**src/rtl/sched_pkg.sv**
```systemverilog
// sched_pkg: shared widths, task_in field layout and err bit indices for the
// scheduler monitor (sched_monitor, sched_mon_table).
// Optional feature macro used by the monitor: SCHED_MON_CTXSW_EN.
package sched_pkg;
  localparam int TASK_ID_W    = 16;
  localparam int LEN_W        = 4;
  localparam int TASK_IN_W    = 20;

  // task_in = {length, id}
  localparam int TASK_ID_LSB  = 0;
  localparam int TASK_ID_MSB  = 15;
  localparam int TASK_LEN_LSB = 16;
  localparam int TASK_LEN_MSB = 19;

  // Sticky error flag positions
  localparam int ERR_W          = 3;
  localparam int ERR_OVERFLOW   = 0;
  localparam int ERR_UNKNOWN_ID = 1;
  localparam int ERR_ZERO_LEN   = 2;

  typedef struct packed {
    logic [LEN_W-1:0]     len;
    logic [TASK_ID_W-1:0] id;
  } task_word_t;

  function automatic task_word_t unpack_task(input logic [TASK_IN_W-1:0] word);
    task_word_t t;
    t.id  = word[TASK_ID_MSB:TASK_ID_LSB];
    t.len = word[TASK_LEN_MSB:TASK_LEN_LSB];
    return t;
  endfunction
endpackage

```
**src/rtl/sched_mon_table.sv**
```systemverilog
// sched_mon_table: tracked-task table. Holds {id, length, arrival time,
// executions so far, valid} per entry, with a lowest-index match encoder for
// the executing id and a lowest-index free-slot encoder for new arrivals.
// Both encoders see only pre-edge contents, so a slot freed by a completion
// becomes writable on the following cycle.
module sched_mon_table
  import sched_pkg::*;
#(
  parameter int DEPTH = 8,
  parameter int TS_W  = 8
) (
  input  logic                 clk,
  input  logic                 rst,
  input  logic                 clr,
  input  logic                 wr_en,
  input  logic [TASK_ID_W-1:0] wr_id,
  input  logic [LEN_W-1:0]     wr_len,
  input  logic [TS_W-1:0]      wr_arr,
  input  logic                 lk_en,
  input  logic [TASK_ID_W-1:0] lk_id,
  output logic                 full,
  output logic                 lk_hit,
  output logic                 lk_last,
  output logic [LEN_W-1:0]     lk_len,
  output logic [TS_W-1:0]      lk_arr
);
  localparam int IDX_W = (DEPTH > 1) ? $clog2(DEPTH) : 1;

  logic                 valid_reg [DEPTH];
  logic [TASK_ID_W-1:0] id_reg    [DEPTH];
  logic [LEN_W-1:0]     len_reg   [DEPTH];
  logic [TS_W-1:0]      arr_reg   [DEPTH];
  logic [LEN_W-1:0]     exec_reg  [DEPTH];

  logic [DEPTH-1:0] match_vec;
  logic [DEPTH-1:0] free_vec;
  logic [IDX_W-1:0] hit_idx;
  logic [IDX_W-1:0] free_idx;
  logic             free_any;

  genvar gi;
  generate
    for (gi = 0; gi < DEPTH; gi++) begin : g_cmp
      assign match_vec[gi] = valid_reg[gi] && (id_reg[gi] == lk_id);
      assign free_vec[gi]  = !valid_reg[gi];
    end
  endgenerate

  // Priority encoders: lowest matching entry and lowest free entry.
  always_comb begin
    lk_hit   = 1'b0;
    hit_idx  = '0;
    free_any = 1'b0;
    free_idx = '0;
    for (int i = DEPTH - 1; i >= 0; i--) begin
      if (match_vec[i]) begin
        lk_hit  = 1'b1;
        hit_idx = IDX_W'(i);
      end
      if (free_vec[i]) begin
        free_any = 1'b1;
        free_idx = IDX_W'(i);
      end
    end
  end

  assign full    = !free_any;
  assign lk_len  = len_reg[hit_idx];
  assign lk_arr  = arr_reg[hit_idx];
  assign lk_last = lk_hit && ((exec_reg[hit_idx] + LEN_W'(1)) == len_reg[hit_idx]);

  // Entry update: store an arrival in the free slot, or advance/free the executing entry.
  always_ff @(posedge clk) begin
    for (int i = 0; i < DEPTH; i++) begin
      if (!rst || clr) begin
        valid_reg[i] <= 1'b0;
        id_reg[i]    <= '0;
        len_reg[i]   <= '0;
        arr_reg[i]   <= '0;
        exec_reg[i]  <= '0;
      end else if (wr_en && free_any && (free_idx == IDX_W'(i))) begin
        valid_reg[i] <= 1'b1;
        id_reg[i]    <= wr_id;
        len_reg[i]   <= wr_len;
        arr_reg[i]   <= wr_arr;
        exec_reg[i]  <= '0;
      end else if (lk_en && lk_hit && (hit_idx == IDX_W'(i))) begin
        if (lk_last) begin
          valid_reg[i] <= 1'b0;
        end else begin
          exec_reg[i] <= exec_reg[i] + LEN_W'(1);
        end
      end
    end
  end
endmodule

```
**src/rtl/sched_monitor.sv**
```systemverilog
// sched_monitor: snoops a scheduler's input and execution streams, timestamps
// each task, and reports per-task turnaround/wait plus running statistics.
// Optional context-switch counter enabled by defining SCHED_MON_CTXSW_EN.
module sched_monitor
  import sched_pkg::*;
#(
  parameter int DEPTH = 8,
  parameter int TS_W  = 8
) (
  input  logic                 clk,
  input  logic                 rst,
  input  logic                 st,
  input  logic                 inputtask,
  input  logic [TASK_IN_W-1:0] task_in,
  input  logic                 empty,
  input  logic [TASK_ID_W-1:0] task_out,
  output logic                 done_valid,
  output logic [TASK_ID_W-1:0] done_id,
  output logic [TS_W-1:0]      done_turnaround,
  output logic [TS_W-1:0]      done_wait,
  output logic [7:0]           total_done,
  output logic [15:0]          sum_wait,
  output logic [ERR_W-1:0]     err
`ifdef SCHED_MON_CTXSW_EN
  ,
  output logic [15:0]          ctxsw_cnt
`endif
);
  task_word_t in_task;
  logic arrive, store, exec_en, complete, full, lk_hit, lk_last;
  logic [LEN_W-1:0] lk_len;
  logic [TS_W-1:0]  lk_arr, turnaround_next, wait_next;
  logic [16:0]      sum_ext;

  logic                 t_phase_reg;
  logic [TS_W-1:0]      t_reg;
  logic                 done_valid_reg;
  logic [TASK_ID_W-1:0] done_id_reg;
  logic [TS_W-1:0]      done_ta_reg, done_wait_reg;
  logic [7:0]           total_done_reg;
  logic [15:0]          sum_wait_reg;
  logic [ERR_W-1:0]     err_reg;

  // A start cycle masks both snooped streams.
  assign in_task  = unpack_task(task_in);
  assign arrive   = inputtask && !st;
  assign store    = arrive && (in_task.len != '0);
  assign exec_en  = !empty && !st;
  assign complete = exec_en && lk_last;

  assign turnaround_next = t_reg - lk_arr + TS_W'(1);
  assign wait_next       = turnaround_next - TS_W'(lk_len);
  assign sum_ext         = {1'b0, sum_wait_reg} + 17'(wait_next);

  sched_mon_table #(.DEPTH(DEPTH), .TS_W(TS_W)) u_table (
    .clk    (clk),
    .rst    (rst),
    .clr    (st),
    .wr_en  (store),
    .wr_id  (in_task.id),
    .wr_len (in_task.len),
    .wr_arr (t_reg),
    .lk_en  (exec_en),
    .lk_id  (task_out),
    .full   (full),
    .lk_hit (lk_hit),
    .lk_last(lk_last),
    .lk_len (lk_len),
    .lk_arr (lk_arr)
  );

  // Timestamp: advances once every two cycles, restarted by st.
  always_ff @(posedge clk) begin
    if (!rst || st) begin
      t_phase_reg <= 1'b0;
      t_reg       <= '0;
    end else begin
      t_phase_reg <= !t_phase_reg;
      if (t_phase_reg) t_reg <= t_reg + TS_W'(1);
    end
  end

  // Completion report and saturating statistics, visible the cycle after completion.
  always_ff @(posedge clk) begin
    if (!rst || st) begin
      done_valid_reg <= 1'b0;
      done_id_reg    <= '0;
      done_ta_reg    <= '0;
      done_wait_reg  <= '0;
      total_done_reg <= '0;
      sum_wait_reg   <= '0;
    end else begin
      done_valid_reg <= complete;
      if (complete) begin
        done_id_reg   <= task_out;
        done_ta_reg   <= turnaround_next;
        done_wait_reg <= wait_next;
        if (total_done_reg != 8'hFF) total_done_reg <= total_done_reg + 8'd1;
        sum_wait_reg  <= sum_ext[16] ? 16'hFFFF : sum_ext[15:0];
      end
    end
  end

  // Sticky error flags.
  always_ff @(posedge clk) begin
    if (!rst || st) begin
      err_reg <= '0;
    end else begin
      if (arrive && (in_task.len == '0)) err_reg[ERR_ZERO_LEN]   <= 1'b1;
      if (store && full)                 err_reg[ERR_OVERFLOW]   <= 1'b1;
      if (exec_en && !lk_hit)            err_reg[ERR_UNKNOWN_ID] <= 1'b1;
    end
  end

  assign done_valid      = done_valid_reg;
  assign done_id         = done_id_reg;
  assign done_turnaround = done_ta_reg;
  assign done_wait       = done_wait_reg;
  assign total_done      = total_done_reg;
  assign sum_wait        = sum_wait_reg;
  assign err             = err_reg;

`ifdef SCHED_MON_CTXSW_EN
  logic                 prev_idle_reg;
  logic [TASK_ID_W-1:0] prev_id_reg;
  logic [15:0]          ctxsw_reg;

  // Context switch: a new id runs, or anything runs after an idle or completing cycle.
  always_ff @(posedge clk) begin
    if (!rst || st) begin
      prev_idle_reg <= 1'b1;
      prev_id_reg   <= '0;
      ctxsw_reg     <= '0;
    end else begin
      if (!empty && (prev_idle_reg || (task_out != prev_id_reg)) && (ctxsw_reg != 16'hFFFF))
        ctxsw_reg <= ctxsw_reg + 16'd1;
      prev_idle_reg <= empty || complete;
      if (!empty) prev_id_reg <= task_out;
    end
  end

  assign ctxsw_cnt = ctxsw_reg;
`endif
endmodule

```
**config.mk**
```make
export PLATFORM = sky130hd
export DESIGN_NAME = sched_monitor
export DESIGN_NICKNAME = d
export VERILOG_FILES = /design/src/rtl/sched_pkg.sv /design/src/rtl/sched_mon_table.sv /design/src/rtl/sched_monitor.sv
export SDC_FILE = /design/constraint.sdc
export NUM_CORES = 1
export LEC_CHECK = 0
export ABC_AREA = 1
export CORE_AREA = 2 2 150 211
export CTS_CLUSTER_DIAMETER = 30
export DETAILED_ROUTE_END_ITERATION = 10
export DIE_AREA = 0 0 152 213
export PLACE_DENSITY = 0.85
export SYNTH_ARGS = -nofsm -noshare
export SYNTH_HDL_FRONTEND = slang
export SYNTH_SLANG_ARGS = --single-unit
```
**constraint.sdc**
```tcl
create_clock -name clk -period 16.7 [get_ports clk]
set_input_delay 5.01 -clock clk [delete_from_list [all_inputs] [get_ports clk]]
set_output_delay 5.01 -clock clk [all_outputs]
set_load 0.005 [all_outputs]
```
==> metrics.md <==
| Metric | Value |
|---|---|
| 1st-iter DRT viols | 1376 |
| YS warnings | 0 |
| Syn Std Cell Area | 17790 µm² |
| Setup bufs post-CTS | 0 |
| Top cells by area, synth | edfxtp_1 (45%), nor2_1 (9.6%), nand2_1 (9.3%) |
| Final Core Density | 0.6747 |
| Vias in the first global route | 15670 |
| Post-Syn Instances | 2100 |
| Num rows | 76 |
| Die Y | 213 µm |
| Wirelength per Cell | 23.68 µm |
| Worst r2r src | u_table.id_reg[0][24]$_SDFFCE_PN0P_ |
| Die Wd | 152 µm |
| Peak supply drop | 0.09592 mV |
| Reg2reg end | sum_wait[9]$_SDFFE_PN0P_ |
| Clock tree sinks | 333 |
| Crit path largest cell delay | 0.95 ns |
| Final Hold Viols | 0 |
| Clk slew on worst S/H paths | 0.06 ns |
| CP endpoint kind | flop |
| Compound-Gate Fraction of Synth Area | 0.06392 |
| Worst hold start | done_wait[4]$_SDFFE_PN0P_ |
| Worst slew pin tran | 1.346 ns |
| Register area share after synthesis | 0.5232 |
| Via count | 15540 |
| Combinational family with the most area after synthesis | simple AND/OR/NAND/NOR gates |
| Initial Util | 0.5829 |
| CTS tree | done |
| Max Clock Skew | 0.01610 ns |
| Worst hold path class | flop to flop |
| CORE AREA | 30520 µm² |
| Synth async-reset ratio | 0 |
| Max cap viols | 0 |
| List of most frequent post-synthesis cells | nor2_1 (457), nand2_1 (440), edfxtp_1 (264) |
| Share of cells above drive strength 1 | 0.07730 |
| IO Count | 101 |
| Synth cell types | 52 |
| Post-synth EDFFs | 264 |
| Crit path max fanout | 24 |
| Die Area | 32380 µm² |
| Max-slew violations | 0 |
| Max clock buf depth | 3 |
| Routed Wire Length | 62220 µm |
| Congestion Overflow GR | 0 |
| Kind of critical path | input port to flop |
| RSZ-0062 raised after global routing | no |
| Post-DP HPWL | 44430 µm |
| Area grow syn2layout | 15.75% |
| Area share of fa/ha/maj cells after synthesis | 0.02869 |
| Outcome | finished clean |
| CTS H-tree lvls | 2 |
| Cts repair resizes | 0 |
| First drt pass iteration count | 7 |
| Syn Area/Cell | 8.473 µm² |
| DRC | 0 |
| GP Congestion | 1.061 |
| Critical Path Most Common Cell | nand2_1 |
| Syn Nets | 2180 |
| Synth Area in Simple Gates | 0.2771 |
| P per Cell Area | 103.7 nW/µm² |
| Setup-failing EPs final | 0 |
| Area leader, netlist | edfxtp_1 |
| Final worst path period share | 0.7931 |
| Max FFs per register | 128 |
| Reg2reg path depth | 39 |
| Yosys top cell area share | 0.4455 |
| Pin count of the biggest net entering global routing | 62 |
| Clock root cell | clkbuf_16 |
| R2R Setup Slk | 8.66 ns |
| ANT cells | 0 |
| Min-Delay Path Depth | 2 |
| Post-route setup TNS | 0 ns |
| Max Clk Rate | 0.07550 GHz |
| CTS buffer count | 50 |
| Clk_lat worst skew | 0.57 ns |
| Multiplexer share of the synthesized area | 0 |
| Nets | 2277 |
| FF+latch count, synth | 333 |
| Worst path slowest cell | clkdlybuf4s50_1 |
| Total GRT Usage | 0.3829 |
| Global-route wire length before repair | 92200 µm |
| Max-slew headroom | 0.09445 |
| Most frequent cell after synthesis | nor2_1 |
| Crit path required time | 17.21 ns |
| XOR/XNOR Fraction of Synth Area | 0.03150 |
| Via density | 5.913 |
| Post-route ant nets | 0 |
| Hold Path Sink | done_wait[4]$_SDFFE_PN0P_ |
| Post-CTS Hold Fix Bufs | 0 |
| Placed cell area | 18980 µm² |
| WP data arrival | 13.76 ns |
| CP startpoint kind | input port |
| Antenna violations before repair | 0 |
| Top_reg_cell synth | edfxtp_1 |
| Final min period | 13.24 ns |
| Cell area after layout | 20600 µm² |
| PortBufs | 100 |
| Leak | 8.683 nW |
## metrics by stage
stage / power, mW / worst slack [ns] / hold slack [ns] / std cells
5_1_grt: 2.189 / 2.752 / 0.4752 / 2628
3_5_place_dp: 1.134 / 3.033 / 0.4381 / 2535
3_3_place_gp: 1.132 / 3.310 / 0.4420 / 2535
6_report: 2.135 / 3.455 / 0.4484 / 2628
2_1_floorplan: 1.060 / 5.836 / 0.4402 / 2100
4_1_cts: 2.133 / 3.586 / 0.4463 / 2628
## power breakdown
group	leakage [nW]	internal [mW]	switching, mW
Clock	0.801	0.594	0.417
Sequential	3.50	0.922	0.0189
Combinational	4.38	0.0524	0.130
## worst max-delay path, delay by kind of cell
family	cells	cell delay (ns)
buffers and inverters	12	2.53
AO/OA/AOI/OAI	8	1.57
adder cells (fa/ha/maj)	5	1.51
AND/OR/NAND/NOR	18	2.94
XOR/XNOR	1	0.18
## kinds of logic after synthesis
| group | after synthesis |
|---|---|
| flops | 333 |
| buf+inv | 320 |
| simple gates | 1156 |
| fa+ha+maj | 39 |
| xor+xnor | 64 |
| compound gates | 188 |
## cells in the final DEF, fill, tap and decap left out, types with 4 or more instances in the layout
cell type / instances
nor2_1: 456
nand2_1: 440
edfxtp_1: 264
inv_1: 217
clkdlybuf4s50_1: 100
nand3_1: 89
dfxtp_1: 69
o21ai_0: 68
a21oi_1: 53
clkbuf_16: 51
nor3_1: 47
xor2_1: 42
nand4_1: 42
ha_1: 36
inv_2: 29
xnor2_1: 22
nand3b_1: 19
o21ai_1: 17
or2_2: 10
o221a_2: 10
o221ai_1: 10
nor4_1: 10
clkinv_1: 10
inv_6: 10
buf_4: 10
clkinv_2: 8
or2_1: 7
clkinv_4: 7
nand2_2: 6
nor2_4: 6
a221oi_1: 6
inv_8: 5
a211oi_1: 4
o211ai_1: 4
nor2_2: 4
nand2_4: 4
nor3b_1: 4
clkbuf_1: 4
## layer usage
metal | up-vias | wire length (µm) | GRT usage
met3 | 268 | 4666 | 0.06190
met2 | 850 | 31450 | 0.6859
li1 | 7102 | - | -
met1 | 7320 | 20250 | 0.3952
met5 | - | 0 | 0
met4 | 0 | 5847 | 0.3145
## final cells by class
cell class | count | area, µm²
Clock buffer | 56 | 1305
Tap cell | 390 | 488.0
Fill cell | 2405 | 9928
Multi-Input combinational cell | 1447 | 7147
Clock inverter | 37 | 314.1
Sequential cell | 333 | 9309
Timing Repair Buffer | 110 | 1076
Inverter | 255 | 957.2
## worst max-delay path by stage
stage | start | end | cells after the start
floorplan | task_out[5] | sum_wait[10]$_SDFFE_PN0P_ | 45
global placement | task_out[1] | sum_wait[10]$_SDFFE_PN0P_ | 44
detailed placement | task_out[1] | sum_wait[13]$_SDFFE_PN0P_ | 44
CTS | task_out[1] | sum_wait[13]$_SDFFE_PN0P_ | 44
global route | task_out[1] | sum_wait[9]$_SDFFE_PN0P_ | 44
finish | task_out[1] | sum_wait[9]$_SDFFE_PN0P_ | 44
Note: power is estimated with default switching activity, not from simulation.
